--- config.mk ---
export PLATFORM = sky130hd
export DESIGN_NAME = interrupt_sequencer_flat
export DESIGN_NICKNAME = d
export VERILOG_FILES = /design/src/rtl/interrupt_sequencer_if.sv /design/src/rtl/interrupt_sequencer.sv /design/src/flat_wrapper.sv
export SDC_FILE = /design/constraint.sdc
export NUM_CORES = 1
export LEC_CHECK = 0
export CORE_ASPECT_RATIO = 2
export CORE_MARGIN = 2
export CORE_UTILIZATION = 41
export DETAILED_ROUTE_END_ITERATION = 16
export HOLD_SLACK_MARGIN = 0.12
export PLACE_DENSITY = 0.83
export SYNTH_ARGS = -nofsm -noshare
export SYNTH_HDL_FRONTEND = slang
export SYNTH_SLANG_ARGS = --single-unit
--- constraint.sdc ---
create_clock -name sys_clock -period 2.1 [get_ports sys_clock]
set_input_delay 0.315 -clock sys_clock [delete_from_list [all_inputs] [get_ports sys_clock]]
set_output_delay 0.315 -clock sys_clock [all_outputs]
set_load 0.05 [all_outputs]
--- src/rtl/interrupt_sequencer_if.sv ---
// Bus and handshake bundle between the interrupt sequencer and the CPU core / interrupt controller.
interface interrupt_sequencer_if;
  logic        int_req;
  logic        nmi_pend;
  logic        brk_go;
  logic        op_fetch;
  logic [15:0] pc_in;
  logic [7:0]  p_in;
  logic [7:0]  sp_in;
  logic [7:0]  din;
  logic [15:0] addr;
  logic [7:0]  dout;
  logic        rw;
  logic        busy;
  logic        sp_dec;
  logic        pc_load;
  logic [15:0] pc_vec;
  logic        set_i;
  logic        int_clr;
  logic        nmi_clr;

  modport slave (
    input  int_req, nmi_pend, brk_go, op_fetch, pc_in, p_in, sp_in, din,
    output addr, dout, rw, busy, sp_dec, pc_load, pc_vec, set_i, int_clr, nmi_clr
  );

  modport master (
    output int_req, nmi_pend, brk_go, op_fetch, pc_in, p_in, sp_in, din,
    input  addr, dout, rw, busy, sp_dec, pc_load, pc_vec, set_i, int_clr, nmi_clr
  );
endinterface

--- src/rtl/interrupt_sequencer.sv ---
// 6502 seven-cycle interrupt entry (RESET/NMI/IRQ/BRK): dummy read, push PCH/PCL/P, vector fetch.
// Optional macro NMI_HIJACK_EN: a pending NMI at T4 redirects an IRQ/BRK entry to the NMI vector.
module interrupt_sequencer #(
  parameter logic [15:0] VEC_NMI    = 16'hFFFA,
  parameter logic [15:0] VEC_RST    = 16'hFFFC,
  parameter logic [15:0] VEC_IRQ    = 16'hFFFE,
  parameter logic [7:0]  STACK_PAGE = 8'h01
) (
  input  logic sys_clock,
  input  logic rst,
  input  logic clk_ph1,
  interrupt_sequencer_if.slave bus
);

  typedef enum logic [2:0] {S_IDLE, S_T1, S_T2, S_T3, S_T4, S_T5, S_T6} state_t;
  typedef enum logic [1:0] {K_RST, K_IRQ, K_BRK} kind_t;

  state_t      state;
  kind_t       kind;
  logic [15:0] vec;
  logic [7:0]  vec_lo;
  logic [7:0]  vec_hi;
  logic        busy_q;
  logic        rw_q;
  logic        sp_dec_q;
  logic        set_i_q;
  logic        pc_load_q;
  logic        int_clr_q;
  logic        nmi_clr_q;

  // Strobes are computed for the state being entered so they are registered and last exactly one step.
  always_ff @(posedge sys_clock or negedge rst) begin
    if (!rst) begin
      state     <= S_T1;
      kind      <= K_RST;
      vec       <= VEC_RST;
      vec_lo    <= 8'h00;
      vec_hi    <= 8'h00;
      busy_q    <= 1'b1;
      rw_q      <= 1'b1;
      sp_dec_q  <= 1'b0;
      set_i_q   <= 1'b0;
      pc_load_q <= 1'b0;
      int_clr_q <= 1'b0;
      nmi_clr_q <= 1'b0;
    end else if (clk_ph1) begin
      rw_q      <= 1'b1;
      sp_dec_q  <= 1'b0;
      set_i_q   <= 1'b0;
      pc_load_q <= 1'b0;
      int_clr_q <= 1'b0;
      nmi_clr_q <= 1'b0;
      case (state)
        S_IDLE: begin
          busy_q <= 1'b0;
          if (bus.op_fetch && (bus.int_req || bus.brk_go)) begin
            state  <= S_T1;
            kind   <= bus.brk_go ? K_BRK : K_IRQ;
            vec    <= bus.nmi_pend ? VEC_NMI : VEC_IRQ;
            busy_q <= 1'b1;
          end
        end
        S_T1: begin
          state    <= S_T2;
          rw_q     <= (kind == K_RST);
          sp_dec_q <= 1'b1;
        end
        S_T2: begin
          state    <= S_T3;
          rw_q     <= (kind == K_RST);
          sp_dec_q <= 1'b1;
        end
        S_T3: begin
          state    <= S_T4;
          rw_q     <= (kind == K_RST);
          sp_dec_q <= 1'b1;
        end
        S_T4: begin
          state   <= S_T5;
          set_i_q <= 1'b1;
`ifdef NMI_HIJACK_EN
          if (kind != K_RST && bus.nmi_pend) vec <= VEC_NMI;
`endif
        end
        S_T5: begin
          state     <= S_T6;
          vec_lo    <= bus.din;
          pc_load_q <= 1'b1;
          int_clr_q <= 1'b1;
          nmi_clr_q <= (vec == VEC_NMI);
        end
        S_T6: begin
          state  <= S_IDLE;
          vec_hi <= bus.din;
          busy_q <= 1'b0;
        end
        default: begin
          state  <= S_IDLE;
          busy_q <= 1'b0;
        end
      endcase
    end
  end

  // Push addresses follow the live SP, which the core decrements on each sp_dec step.
  always_comb begin
    bus.addr = bus.pc_in;
    bus.dout = 8'h00;
    case (state)
      S_T2: begin
        bus.addr = {STACK_PAGE, bus.sp_in};
        bus.dout = bus.pc_in[15:8];
      end
      S_T3: begin
        bus.addr = {STACK_PAGE, bus.sp_in};
        bus.dout = bus.pc_in[7:0];
      end
      S_T4: begin
        bus.addr = {STACK_PAGE, bus.sp_in};
        bus.dout = ((bus.p_in | 8'h20) & 8'hEF) | ((kind == K_BRK) ? 8'h10 : 8'h00);
      end
      S_T5:    bus.addr = vec;
      S_T6:    bus.addr = vec + 16'd1;
      default: bus.addr = bus.pc_in;
    endcase
  end

  // During T6 the high byte comes straight off the bus so pc_load sees the full vector.
  assign bus.pc_vec  = {(state == S_T6) ? bus.din : vec_hi, vec_lo};
  assign bus.busy    = busy_q;
  assign bus.rw      = rw_q;
  assign bus.sp_dec  = sp_dec_q;
  assign bus.set_i   = set_i_q;
  assign bus.pc_load = pc_load_q;
  assign bus.int_clr = int_clr_q;
  assign bus.nmi_clr = nmi_clr_q;

endmodule

--- src/flat_wrapper.sv ---
// flat-port wrapper written by rule: the top's interface ports become plain ports
module interrupt_sequencer_flat 
#(
  parameter logic [15:0] VEC_NMI    = 16'hFFFA,
  parameter logic [15:0] VEC_RST    = 16'hFFFC,
  parameter logic [15:0] VEC_IRQ    = 16'hFFFE,
  parameter logic [7:0]  STACK_PAGE = 8'h01
)
  (sys_clock, rst, clk_ph1, bus_int_req, bus_nmi_pend, bus_brk_go, bus_op_fetch, bus_pc_in, bus_p_in, bus_sp_in, bus_din, bus_addr, bus_dout, bus_rw, bus_busy, bus_sp_dec, bus_pc_load, bus_pc_vec, bus_set_i, bus_int_clr, bus_nmi_clr);
  interrupt_sequencer_if bus_i ();
  input  logic sys_clock;
  input  logic rst;
  input  logic clk_ph1;
  input wire logic [$bits(bus_i.int_req)-1:0] bus_int_req;
  input wire logic [$bits(bus_i.nmi_pend)-1:0] bus_nmi_pend;
  input wire logic [$bits(bus_i.brk_go)-1:0] bus_brk_go;
  input wire logic [$bits(bus_i.op_fetch)-1:0] bus_op_fetch;
  input wire logic [$bits(bus_i.pc_in)-1:0] bus_pc_in;
  input wire logic [$bits(bus_i.p_in)-1:0] bus_p_in;
  input wire logic [$bits(bus_i.sp_in)-1:0] bus_sp_in;
  input wire logic [$bits(bus_i.din)-1:0] bus_din;
  output wire logic [$bits(bus_i.addr)-1:0] bus_addr;
  output wire logic [$bits(bus_i.dout)-1:0] bus_dout;
  output wire logic [$bits(bus_i.rw)-1:0] bus_rw;
  output wire logic [$bits(bus_i.busy)-1:0] bus_busy;
  output wire logic [$bits(bus_i.sp_dec)-1:0] bus_sp_dec;
  output wire logic [$bits(bus_i.pc_load)-1:0] bus_pc_load;
  output wire logic [$bits(bus_i.pc_vec)-1:0] bus_pc_vec;
  output wire logic [$bits(bus_i.set_i)-1:0] bus_set_i;
  output wire logic [$bits(bus_i.int_clr)-1:0] bus_int_clr;
  output wire logic [$bits(bus_i.nmi_clr)-1:0] bus_nmi_clr;
  assign bus_i.int_req = bus_int_req;
  assign bus_i.nmi_pend = bus_nmi_pend;
  assign bus_i.brk_go = bus_brk_go;
  assign bus_i.op_fetch = bus_op_fetch;
  assign bus_i.pc_in = bus_pc_in;
  assign bus_i.p_in = bus_p_in;
  assign bus_i.sp_in = bus_sp_in;
  assign bus_i.din = bus_din;
  assign bus_addr = bus_i.addr;
  assign bus_dout = bus_i.dout;
  assign bus_rw = bus_i.rw;
  assign bus_busy = bus_i.busy;
  assign bus_sp_dec = bus_i.sp_dec;
  assign bus_pc_load = bus_i.pc_load;
  assign bus_pc_vec = bus_i.pc_vec;
  assign bus_set_i = bus_i.set_i;
  assign bus_int_clr = bus_i.int_clr;
  assign bus_nmi_clr = bus_i.nmi_clr;
  interrupt_sequencer #(.VEC_NMI(VEC_NMI), .VEC_RST(VEC_RST), .VEC_IRQ(VEC_IRQ), .STACK_PAGE(STACK_PAGE)) u_core (.sys_clock(sys_clock), .rst(rst), .clk_ph1(clk_ph1), .bus(bus_i));
endmodule
==> impl_metrics.json, run 1 <==
{
  "final_critical_path_setup_slack_ns": -0.130,
  "report.final.slew_viol_count": 0,
  "synth_warnings": 0,
  "maximum_fanout_along_the_worst_path": 7,
  "final_critical_path_time_including_i_o_delays_and_setup_ns": 2.23,
  "layoutNonFillerInstCount": 336,
  "grt_start_max_net_pins": 30,
  "worst_setup_path_start_kind": "register",
  "hold_path_class": "input port to asynchronous set/reset pin",
  "antenna-diode-count": 0,
  "initial_utilization_pct": 42.0,
  "finalWeightedCongestion": 0.812,
  "fmax_mhz": 449,
  "tritoncts": "built",
  "core_outline_area_um2": 4510,
  "top_area_cell_type_share_of_the_netlist_area_pct": 33.0,
  "num-nets-final": 327,
  "cp.buffers_inverters": 1,
  "detail_route.wirelength_mm": 5.63,
  "ys.flop_type": "sky130_fd_sc_hd__dfrtp_1",
  "gr-usage-all-layers_pct": 23.3,
  "die_area_um2": 5210,
  "post_drt_via_cell_ratio": 5.44,
  "synth_async_sr_flop_share_pct": 100,
  "io_buffer_count": 91,
  "antenna_found_initial": 0,
  "ports": 94,
  "syn-cell-area_um2": 1890,
  "synth_cells": 179,
  "final_hold_viol_count": 0,
  "maxCapViolations": 0,
  "worst_skew_pair.late_latency_ns": 0.29,
  "drt-wirelength-per-cell_um": 16.8,
  "grt_first_pass_wirelength_mm": 9.13,
  "clock_tree.htree_level_count": 2,
  "clock_tree.buffer_depth": 2,
  "unrepaired_setup_endpoints_after_global_routing": "true",
  "final_min_period_over_clock_period_pct": 106,
  "final_common_cell": "sky130_fd_sc_hd__clkdlybuf4s50_1",
  "critical_path.slowest_cell": "sky130_fd_sc_hd__dfstp_2",
  "drt_first_iter_violations": 17,
  "dieHeight_um": 100,
  "violations": "setup timing",
  "place.detailed.hpwl_mm": 3.91,
  "cts.reportedPaths.clkPinSlew_ns": 0.07,
  "number_of_flops_mapped_to_enable_cells_by_yosys": 0,
  "globalRoute.totalOverflow": 0,
  "tightestPinTransition_ns": 0.510,
  "most-common-layout-cells": "59 x sky130_fd_sc_hd__clkdlybuf4s50_1, 28 x sky130_fd_sc_hd__buf_4, 27 x sky130_fd_sc_hd__mux2_2",
  "place.detailed.instances": 322,
  "grt_pass1_vias": 1947,
  "synth.area.top_cells": "sky130_fd_sc_hd__dfrtp_1 33%, sky130_fd_sc_hd__mux2_2 18%, sky130_fd_sc_hd__mux2i_1 7.9%",
  "synth.lib_cells_used.distinct": 35,
  "crit_type": "register to primary output",
  "die_width_um": 52.1,
  "root_buffer": "sky130_fd_sc_hd__clkbuf_8",
  "cp_slowest_stage_delay_ns": 0.62,
  "yosysSeqAreaShare_pct": 38.6,
  "drc": 0,
  "timing.critical_path.cells": "mux2_4 > mux4_2 > buf_8",
  "routed-via-count": 1828,
  "finalClockSkew_ns": 0.00858,
  "tritoncts.num_buffers": 5,
  "outcome": "complete, but fails checks",
  "synth_area_per_inst_um2": 10.6,
  "final_layout_size_suffix_gt1_share_pct": 35.6,
  "synth.net_count": 226,
  "critical_path.top_delay_family": "multiplexers",
  "area.growth.synth_to_final_pct": 67.4,
  "finalSetupViolCount": 18,
  "floorplan.rows": 35,
  "max_slew_margin_pct": 65.9,
  "drt_antenna_net_count": 0,
  "hold_buffers": 0,
  "crit_path_end_kind": "primary output",
  "timing.critical_path.required_ns": 1.78,
  "synthDominantAreaCellType": "sky130_fd_sc_hd__dfrtp_1",
  "worst_ep_arrival_time_ns": 1.91,
  "detail_route.first_pass.iterations": 4,
  "numClockSinks": 29,
  "yosys_register_bits": 29
}
[registers in the layout, indices dropped and copies added (netlist names)]
name and flops:
u_core.bus.busy 1, u_core.bus.nmi_clr 1, u_core.bus.pc_load 1, u_core.bus.rw 1
u_core.bus.set_i 1, u_core.bus.sp_dec 1, u_core.kind 2, u_core.state 3
u_core.vec 2, u_core.vec_hi 8, u_core.vec_lo 8
[cells in the mapped netlist, types with 4 or more instances]
cell / n
sky130_fd_sc_hd__mux2_2: 30
sky130_fd_sc_hd__dfrtp_1: 25
sky130_fd_sc_hd__o21ai_0: 16
sky130_fd_sc_hd__mux2i_1: 15
sky130_fd_sc_hd__nand2_1: 13
sky130_fd_sc_hd__nor2_1: 9
sky130_fd_sc_hd__nor2b_1: 8
sky130_fd_sc_hd__o22ai_1: 8
sky130_fd_sc_hd__buf_4: 6
sky130_fd_sc_hd__o221ai_1: 6
sky130_fd_sc_hd__inv_1: 5
sky130_fd_sc_hd__buf_2: 4
sky130_fd_sc_hd__dfstp_2: 4
[final timing paths]
path	from	endpoint	slack [ns]	depth (start not counted)
setup reg to reg	u_core.state[0]	u_core.vec_hi[7]	0.30	4
hold reg to reg	u_core.vec_hi[3]	u_core.vec_hi[3]	0.50	1
min in group sys_clock	u_core.vec_hi[3]	u_core.vec_hi[3]	0.50	1
max in group asynchronous	rst	u_core.vec[2]	1.39	2
setup / recovery	u_core.state[0]	bus_addr[2]	-0.13	3
hold / removal	rst	u_core.vec_lo[1]	0.40	2
[cells by family after synthesis]
logic type	Yosys count	synth area share, %
flops	29	38.6
simple gates	43	13.3
mux	47	28.1
buf+inv	18	5.42
compound gates	42	14.5
[per-stage QoR]
step,worst slack (ns),hold slack [ns],utilization [%],instance area (um^2),TNS (ns)
after floorplan,-0.171,0.0194,-,1890,-1.02
final,-0.130,0.396,70.3,3170,-0.731
after global routing,-0.166,0.445,70.3,3170,-2.65
after CTS,-0.133,0.404,69.8,3150,-0.355
after detailed placement,0.0620,0.488,66.7,3010,0
after global placement,0.102,0.477,66.7,3010,0
[final cells by class]
class                           instances  area (um^2)
Tap cell                               55         68.8
Inverter                                5         18.8
Multi-Input combinational cell        132         1080
Clock inverter                          2         10.0
Timing Repair Buffer                  107         1190
Sequential cell                        29          731
Clock buffer                            6         72.6
Fill cell                             326         1340
[per-layer routing]
metal | part of all wire (%) | up-vias | track usage (%)
li1 | - | 850 | -
met1 | 39 | 882 | 28.2
met2 | 52 | 76 | 38.2
met3 | 5.7 | 20 | 5.21
met4 | 3.4 | 0 | 10.9
met5 | 0 | - | 0
[worst register-to-register path: cells and delay by family, from the launching register on]
| kind | cells | cell delay, ns |
|---|---|---|
| buf+inv | 1 | 0.26 |
| flops | 1 | 0.62 |
| simple gates | 2 | 0.44 |
| mux | 1 | 0.36 |
[timing repair]
item,in CTS,in global routing
gates resized for setup,3,6
cloned,0,0
endpoints found under the setup margin,30,29
pin swaps,2,0
buffers inserted,6,0
Power of run 1 is not shown: default switching activity piles up to over one toggle a cycle in this logic, so the estimate is an artifact.
==> run 2, diff against run 1 <==
--- a/config.mk
+++ b/config.mk
@@ -5,11 +5,11 @@
 export SDC_FILE = /design/constraint.sdc
 export NUM_CORES = 1
 export LEC_CHECK = 0
+export ABC_CLOCK_PERIOD_IN_PS = 2100
 export CORE_ASPECT_RATIO = 2
 export CORE_MARGIN = 2
 export CORE_UTILIZATION = 41
 export DETAILED_ROUTE_END_ITERATION = 16
-export HOLD_SLACK_MARGIN = 0.12
 export PLACE_DENSITY = 0.83
 export SYNTH_ARGS = -nofsm -noshare
 export SYNTH_HDL_FRONTEND = slang
==> results of run 2 <==
The final DEF is identical to that of run 1; final timing and power are the same.
Power of run 2 is left out for the same reason.
